--- config.mk ---
export PLATFORM = sky130hd
export DESIGN_NAME = keypad_scan_cntr_flat
export DESIGN_NICKNAME = d
export VERILOG_FILES = /design/src/rtl/keypad_scan_cntr_pkg.sv /design/src/rtl/keypad_scan_cntr_if.sv /design/src/rtl/keypad_scan_cntr_sync_2ff.sv /design/src/rtl/keypad_scan_cntr.sv /design/src/flat_wrapper.sv
export SDC_FILE = /design/constraint.sdc
export NUM_CORES = 1
export LEC_CHECK = 0
export CORE_ASPECT_RATIO = 1.2
export CORE_UTILIZATION = 40
export CTS_CLUSTER_DIAMETER = 120
export DETAILED_ROUTE_END_ITERATION = 16
export REMOVE_ABC_BUFFERS = 1
export SLEW_MARGIN = 20
export SYNTH_ARGS = -nofsm -noshare
export SYNTH_HDL_FRONTEND = slang
export SYNTH_SLANG_ARGS = --single-unit
--- constraint.sdc ---
create_clock -name clk -period 4.6 [get_ports clk]
set_input_delay 0.69 -clock clk [delete_from_list [all_inputs] [get_ports clk]]
set_output_delay 0.69 -clock clk [all_outputs]
set_load 0.01 [all_outputs]
--- src/rtl/keypad_scan_cntr_pkg.sv ---
// Shared types, sizes and helpers for the 4x4 matrix keypad scanner.
package keypad_scan_cntr_pkg;

  localparam int unsigned KEY_W     = 4;
  localparam int unsigned ROWS      = 4;
  localparam int unsigned COLS      = 4;
  localparam int unsigned ROW_IDX_W = $clog2(ROWS);
  localparam int unsigned COL_IDX_W = $clog2(COLS);

  typedef enum logic [1:0] {
    SCAN     = 2'd0,
    DEBOUNCE = 2'd1,
    PRESSED  = 2'd2,
    RELEASE  = 2'd3
  } state_e;

  // Index of the lowest set column; several keys in one row resolve to the lowest.
  function automatic logic [COL_IDX_W-1:0] lowest_col_idx(input logic [COLS-1:0] c);
    lowest_col_idx = '0;
    for (int i = COLS - 1; i >= 0; i--) begin
      if (c[i]) lowest_col_idx = COL_IDX_W'(i);
    end
  endfunction

  function automatic logic [ROW_IDX_W-1:0] onehot_row_idx(input logic [ROWS-1:0] r);
    onehot_row_idx = '0;
    for (int i = 0; i < ROWS; i++) begin
      if (r[i]) onehot_row_idx = ROW_IDX_W'(i);
    end
  endfunction

  function automatic logic [ROWS-1:0] rotl_row(input logic [ROWS-1:0] r);
    rotl_row = {r[ROWS-2:0], r[ROWS-1]};
  endfunction

endpackage

--- src/rtl/keypad_scan_cntr_if.sv ---
// Keypad-side signals: row drive and column sense plus the decoded key outputs.
interface keypad_scan_cntr_if;
  import keypad_scan_cntr_pkg::*;

  logic [COLS-1:0]  col;
  logic [ROWS-1:0]  row;
  logic [KEY_W-1:0] key_value;
  logic             key_valid;
  logic             key_held;

  modport master (
    input  col,
    output row,
    output key_value,
    output key_valid,
    output key_held
  );

  modport slave (
    output col,
    input  row,
    input  key_value,
    input  key_valid,
    input  key_held
  );
endinterface

--- src/rtl/keypad_scan_cntr_sync_2ff.sv ---
// Two-flop synchroniser for asynchronous level inputs (keypad columns, raw buttons).
module keypad_scan_cntr_sync_2ff #(
  parameter int unsigned WIDTH = 1
) (
  input  logic             clk,
  input  logic             rst_n,
  input  logic [WIDTH-1:0] d_i,
  output logic [WIDTH-1:0] q_o
);

  logic [WIDTH-1:0] meta_q;
  logic [WIDTH-1:0] sync_q;

  always_ff @(posedge clk or negedge rst_n) begin
    if (!rst_n) begin
      meta_q <= '0;
      sync_q <= '0;
    end else begin
      meta_q <= d_i;
      sync_q <= meta_q;
    end
  end

  assign q_o = sync_q;

endmodule

--- src/rtl/keypad_scan_cntr.sv ---
// 4x4 keypad scanner: one-hot row drive, column sampling once per row period,
// press/release debounce counted in row periods.
module keypad_scan_cntr
  import keypad_scan_cntr_pkg::*;
#(
  parameter int unsigned ROW_TICKS = 10000,
  parameter int unsigned DEB_COUNT = 8
) (
  input  logic                      clk,
  input  logic                      reset_n,
  keypad_scan_cntr_if.master        kp
);

  localparam int unsigned TICK_W = $clog2(ROW_TICKS);
  // One extra bit of headroom so the counters can actually hold DEB_COUNT.
  localparam int unsigned CNT_W  = $clog2(DEB_COUNT + 1);

  localparam logic [TICK_W-1:0] TICK_LAST = TICK_W'(ROW_TICKS - 1);
  localparam logic [CNT_W-1:0]  CNT_DONE  = CNT_W'(DEB_COUNT);
  localparam logic [CNT_W-1:0]  CNT_ONE   = CNT_W'(1);
  localparam bit                ONE_SHOT  = (DEB_COUNT <= 1);

  state_e           state_q, state_d;
  logic [ROWS-1:0]  row_q, row_d;
  logic [TICK_W-1:0] tick_q, tick_d;
  logic [CNT_W-1:0] deb_cnt_q, deb_cnt_d;
  logic [CNT_W-1:0] rel_cnt_q, rel_cnt_d;
  logic [COLS-1:0]  cap_col_q, cap_col_d;
  logic [KEY_W-1:0] key_value_q, key_value_d;
  logic             key_valid_q, key_valid_d;
  logic             key_held_q, key_held_d;

  logic [COLS-1:0]  col_s;
  logic             sample_c;
  logic [CNT_W-1:0] deb_inc_c;
  logic [CNT_W-1:0] rel_inc_c;

  keypad_scan_cntr_sync_2ff #(
    .WIDTH (COLS)
  ) u_col_sync (
    .clk   (clk),
    .rst_n (reset_n),
    .d_i   (kp.col),
    .q_o   (col_s)
  );

  assign sample_c  = (tick_q == TICK_LAST);
  assign deb_inc_c = (deb_cnt_q < CNT_DONE) ? deb_cnt_q + CNT_ONE : deb_cnt_q;
  assign rel_inc_c = (rel_cnt_q < CNT_DONE) ? rel_cnt_q + CNT_ONE : rel_cnt_q;

  always_ff @(posedge clk or negedge reset_n) begin
    if (!reset_n) begin
      state_q     <= SCAN;
      row_q       <= ROWS'(1);
      tick_q      <= '0;
      deb_cnt_q   <= '0;
      rel_cnt_q   <= '0;
      cap_col_q   <= '0;
      key_value_q <= '0;
      key_valid_q <= 1'b0;
      key_held_q  <= 1'b0;
    end else begin
      state_q     <= state_d;
      row_q       <= row_d;
      tick_q      <= tick_d;
      deb_cnt_q   <= deb_cnt_d;
      rel_cnt_q   <= rel_cnt_d;
      cap_col_q   <= cap_col_d;
      key_value_q <= key_value_d;
      key_valid_q <= key_valid_d;
      key_held_q  <= key_held_d;
    end
  end

  // Next-state logic; every decision is taken only on the row-period sample point.
  always_comb begin
    state_d     = state_q;
    row_d       = row_q;
    tick_d      = sample_c ? '0 : tick_q + TICK_W'(1);
    deb_cnt_d   = deb_cnt_q;
    rel_cnt_d   = rel_cnt_q;
    cap_col_d   = cap_col_q;
    key_value_d = key_value_q;
    key_valid_d = 1'b0;
    key_held_d  = key_held_q;

    if (sample_c) begin
      unique case (state_q)
        SCAN: begin
          if (col_s == '0) begin
            row_d = rotl_row(row_q);
          end else begin
            cap_col_d = col_s;
            deb_cnt_d = CNT_ONE;
            if (ONE_SHOT) begin
              state_d     = PRESSED;
              key_held_d  = 1'b1;
              key_valid_d = 1'b1;
              key_value_d = {onehot_row_idx(row_q), lowest_col_idx(col_s)};
            end else begin
              state_d = DEBOUNCE;
            end
          end
        end
        DEBOUNCE: begin
          if (col_s == cap_col_q) begin
            deb_cnt_d = deb_inc_c;
            if (deb_inc_c >= CNT_DONE) begin
              state_d     = PRESSED;
              key_held_d  = 1'b1;
              key_valid_d = 1'b1;
              key_value_d = {onehot_row_idx(row_q), lowest_col_idx(cap_col_q)};
            end
          end else begin
            deb_cnt_d = '0;
            row_d     = rotl_row(row_q);
            state_d   = SCAN;
          end
        end
        PRESSED: begin
          if (col_s == '0) begin
            rel_cnt_d = CNT_ONE;
            if (ONE_SHOT) begin
              key_held_d = 1'b0;
              row_d      = rotl_row(row_q);
              state_d    = SCAN;
            end else begin
              state_d = RELEASE;
            end
          end
        end
        RELEASE: begin
          if (col_s != '0) begin
            state_d = PRESSED;
          end else begin
            rel_cnt_d = rel_inc_c;
            if (rel_inc_c >= CNT_DONE) begin
              key_held_d = 1'b0;
              row_d      = rotl_row(row_q);
              state_d    = SCAN;
            end
          end
        end
        default: state_d = SCAN;
      endcase
    end
  end

  assign kp.row       = row_q;
  assign kp.key_value = key_value_q;
  assign kp.key_valid = key_valid_q;
  assign kp.key_held  = key_held_q;

endmodule

--- src/flat_wrapper.sv ---
// flat-port wrapper written by rule: the top's interface ports become plain ports
module keypad_scan_cntr_flat import keypad_scan_cntr_pkg::*;
#(
  parameter int unsigned ROW_TICKS = 10000,
  parameter int unsigned DEB_COUNT = 8
)
  (clk, reset_n, kp_col, kp_row, kp_key_value, kp_key_valid, kp_key_held);
  keypad_scan_cntr_if kp_i ();
  input  logic clk;
  input  logic reset_n;
  input wire logic [$bits(kp_i.col)-1:0] kp_col;
  output wire logic [$bits(kp_i.row)-1:0] kp_row;
  output wire logic [$bits(kp_i.key_value)-1:0] kp_key_value;
  output wire logic [$bits(kp_i.key_valid)-1:0] kp_key_valid;
  output wire logic [$bits(kp_i.key_held)-1:0] kp_key_held;
  assign kp_i.col = kp_col;
  assign kp_row = kp_i.row;
  assign kp_key_value = kp_i.key_value;
  assign kp_key_valid = kp_i.key_valid;
  assign kp_key_held = kp_i.key_held;
  keypad_scan_cntr #(.ROW_TICKS(ROW_TICKS), .DEB_COUNT(DEB_COUNT)) u_core (.clk(clk), .reset_n(reset_n), .kp(kp_i));
endmodule
==> run summary <==
SETUP PATH
-------------------------------------------------------------------------------------------
Req. time, crit path .........................................................      4.77 ns
Crit path kind ............................................................... flip-flop to flip-flop
Top fanout value on the critical path ........................................            9
R2r worst-path depth .........................................................            4
Critical Path Start Type .....................................................    flip-flop
Data arrival time of the worst path ..........................................      2.72 ns
Endpoint kind of the worst setup timing path .................................    flip-flop

GLOBAL ROUTE
-------------------------------------------------------------------------------------------
Initial antenna violation count ..............................................            0
Maximum number of pins on one net before global-route repair .................           47
GRT Resource Usage Total .....................................................        16.3%
Number of global-route vias before repair ....................................         1418
GRT Residual Overflow ........................................................            0
Wire length of the first global-routing pass .................................      6.64 mm

ROUTE
-------------------------------------------------------------------------------------------
DR WL/cell ...................................................................      14.4 um
Residual DRC .................................................................            0
Avg Vias per Cell ............................................................         5.38
Number of design-rule violations left by the first detailed-router iteration .           76
Residual antenna-violating net count after detailed routing ..................            0
Total number of vias .........................................................         1458
Wirelength, routed ...........................................................      3.89 mm
Drt pass-1 iters .............................................................            4

LOGIC SYNTHESIS
-------------------------------------------------------------------------------------------
Combined area of all synthesized cells .......................................     2080 um2
Per-instance average area after synthesis ....................................     10.9 um2
Synth cell types .............................................................           38
Yosys warning count ..........................................................            0
Gate count of the mapped netlist .............................................          191
Synthesis-stage register bit count ...........................................           46
Share of synthesized area occupied by flip-flops and latches .................        55.4%
Asr flop ratio synth .........................................................         100%
Number of enable flip-flop cells after synthesis .............................            0
Dominant register cell in the synthesized netlist ............................      dfrtp_1

FLOORPLANNING
-------------------------------------------------------------------------------------------
Placement Rows ...............................................................           28
Core Box Area ................................................................     4970 um2
Starting density of the core .................................................        41.8%
Die width ....................................................................      67.8 um
Top-level port count .........................................................           16
Vertical die dimension .......................................................      81.0 um
Die ar. ......................................................................     5490 um2

FINAL LAYOUT
-------------------------------------------------------------------------------------------
Area of combinational cells with multiple inputs .............................      858 um2
Final Non-Filler Cells .......................................................          271
Number of nets in the finished design ........................................          219
Fillers ......................................................................          466
Ratio of cells with drive above 1 in the final layout ........................        12.8%
Area taken by flip-flops and latches .........................................     1150 um2
Number of antenna cells inserted .............................................            0
Area growth from synthesis to layout .........................................        15.7%

STA
-------------------------------------------------------------------------------------------
Final worst path period share ................................................        55.4%
Final Worst Setup Slack ......................................................      2.05 ns
Measured slew at the worst slew-check pin ....................................     0.873 ns
Post-Route Skew ..............................................................    0.0163 ns
Peak Freq ....................................................................    0.393 GHz
Number of pins exceeding their max-slew limit in the final report ............            0
Final hold violation count ...................................................            0
Min cycle time layout ........................................................      2.55 ns
Setup Viol. Count Final ......................................................            0
Setup repair after global routing missed its margin ..........................        false
Final setup TNS ..............................................................         0 ns
Max-slew headroom at the worst pin ...........................................        41.3%

POWER AND IR DROP
-------------------------------------------------------------------------------------------
Max rail drop VDD ............................................................   0.000201 V
Static Leak ..................................................................   0.00106 uW
Power per standard cell area .................................................   299 nW/um2

CLOCK TREE
-------------------------------------------------------------------------------------------
Hold-fix buffer count after cts ..............................................            0
Total number of H-tree levels ................................................            2
Clock buffers created by TritonCTS ...........................................            5
Number of gates resized after CTS ............................................            0
Buffer type at the clock tree root ...........................................     clkbuf_8
CTS Sinks ....................................................................           46
TritonCTS clock tree .........................................................          yes
Reg clk slew, reported paths .................................................      0.08 ns
Clock latency at the later pin of the worst-skew pair ........................      0.30 ns
Max clock buf depth ..........................................................            2
Setup Fix Bufs, Post-CTS .....................................................            0

PLACE
-------------------------------------------------------------------------------------------
Quantity of I/O buffers inserted on ports ....................................           15
Post-placement worst setup slack .............................................      2.02 ns
Number of instances in the placed design .....................................          263
Detailed placement HPWL ......................................................      2.61 mm
Routability-driven placement congestion ratio ................................        0.767

WORST HOLD PATH
-------------------------------------------------------------------------------------------
Worst hold path class ........................................................ flip-flop to flip-flop
Cell count of the worst hold path ............................................            0

FLOW RUN
-------------------------------------------------------------------------------------------
Number of max-capacitance violations reported ................................            0

OUTCOME
-------------------------------------------------------------------------------------------
Run status ...................................................................    completed

==> sequential cells by signal, summed over array words and instances, names as in the netlist <==
register / flops
u_core.rel_cnt_q: 4
u_core.cap_col_q: 4
u_core.u_col_sync.q_o: 4
u_core.kp.key_valid: 1
u_core.kp.key_value: 4
u_core.deb_cnt_q: 4
u_core.kp.key_held: 1
u_core.tick_q: 14
u_core.state_q: 2
u_core.u_col_sync.meta_q: 4
u_core.kp.row: 4
==> area by class of cell <==
class	count	area share [%]
multi-input cells	127	35.7
flip-flops and latches	46	47.9
well taps	60	3.12
clock inverters	2	1.56
inverters	14	2.19
repair buffers	16	6.45
clock buffers	6	3.02
==> synth_stat cells (2+ instances only) <==
library cell | n | area, um2
xor2_1 | 8 | 70.1
mux2i_1 | 2 | 20.0
nor4_2 | 3 | 37.5
mux2_2 | 9 | 101
inv_1 | 14 | 52.6
o32ai_1 | 2 | 17.5
ha_1 | 3 | 37.5
dfrtp_1 | 45 | 1130
a31o_2 | 2 | 17.5
nand3_1 | 12 | 60.1
nor3_1 | 6 | 30.0
nand4_1 | 3 | 18.8
nand2_1 | 14 | 52.6
o21ai_0 | 9 | 45.0
a211oi_1 | 2 | 15.0
a21oi_1 | 5 | 25.0
xnor2_1 | 7 | 61.3
a31oi_1 | 3 | 18.8
a311oi_1 | 3 | 26.3
or4_4 | 2 | 22.5
clkbuf_1 | 4 | 15.0
and3_1 | 2 | 12.5
nor2_1 | 15 | 56.3
and2_1 | 2 | 12.5
==> power by group <==
part / switching (uW) / internal (uW)
Sequential: 2.43 / 408
Clock: 131 / 162
Combinational: 10.4 / 4.89
Total: 143 / 575
==> worst paths after layout <==
| path | startpoint | end | slack (ns) |
|---|---|---|---|
| setup / recovery | u_core.tick_q[6] | u_core.kp.key_value[0] | 2.05 |
| hold / removal | u_core.u_col_sync.meta_q[2] | u_core.u_col_sync.q_o[2] | 0.35 |
| setup reg to reg | u_core.tick_q[6] | u_core.kp.key_value[0] | 2.05 |
| hold reg to reg | u_core.u_col_sync.meta_q[2] | u_core.u_col_sync.q_o[2] | 0.35 |
| max in group asynchronous | reset_n | u_core.kp.key_valid | 3.82 |
| min in group asynchronous | reset_n | u_core.rel_cnt_q[3] | 0.37 |
==> logic make-up (layout without fill, tap and decap cells) <==
| family | Yosys count | count (layout) | share of synthesized area (%) |
|---|---|---|---|
| mux | 11 | 11 | 5.84 |
| simple gates | 65 | 65 | 16.6 |
| compound gates | 33 | 33 | 10.7 |
| flops | 46 | 46 | 55.4 |
| xor+xnor | 15 | 15 | 6.32 |
| fa+ha+maj | 3 | 3 | 1.81 |
| buf+inv | 18 | 38 | 3.25 |
==> cell usage in the layout, fill, tap and decap left out, types with 2 or more instances in the layout <==
master           instances
a21oi_1                  5
mux2_2                   9
a211oi_1                 2
nor3_1                   6
nand3_1                 12
a31o_2                   2
a311oi_1                 3
and2_1                   2
buf_4                    2
a31oi_1                  3
nor2_1                  15
clkbuf_8                 5
dfrtp_1                 45
and3_1                   2
o21ai_0                  9
nor4_2                   3
xnor2_1                  7
xor2_1                   8
inv_1                   14
or4_4                    2
o32ai_1                  2
mux2i_1                  2
ha_1                     3
nand4_1                  3
nand2_1                 14
clkdlybuf4s50_1         14
==> critical path, cell delays in order (launching register included) <==
cell and delay (ns):
dfrtp_1 0.45, or4_4 0.55, nor4_2 0.66, nand3_1 0.39, mux2_2 0.38
==> metrics by stage <==
step	util (%)	total power (uW)	cell area [um2]	hold WS (ns)
finish	48.3	718	2400	0.353
global route	48.3	748	2400	0.360
CTS	48.3	730	2400	0.355
detailed placement	46.1	434	2290	0.336
global placement	46.1	434	2290	0.332
floorplan	-	421	2060	0.331
==> layer usage <==
layer | vias up | wire, um | global-route usage [%]
li1 | 717 | - | -
met1 | 703 | 1850 | 21.3
met2 | 29 | 1810 | 25.2
met3 | 9 | 152 | 3.79
met4 | 0 | 74 | 7.50
met5 | - | 0 | 0
No activity file was read; power rests on OpenSTA's default activity.
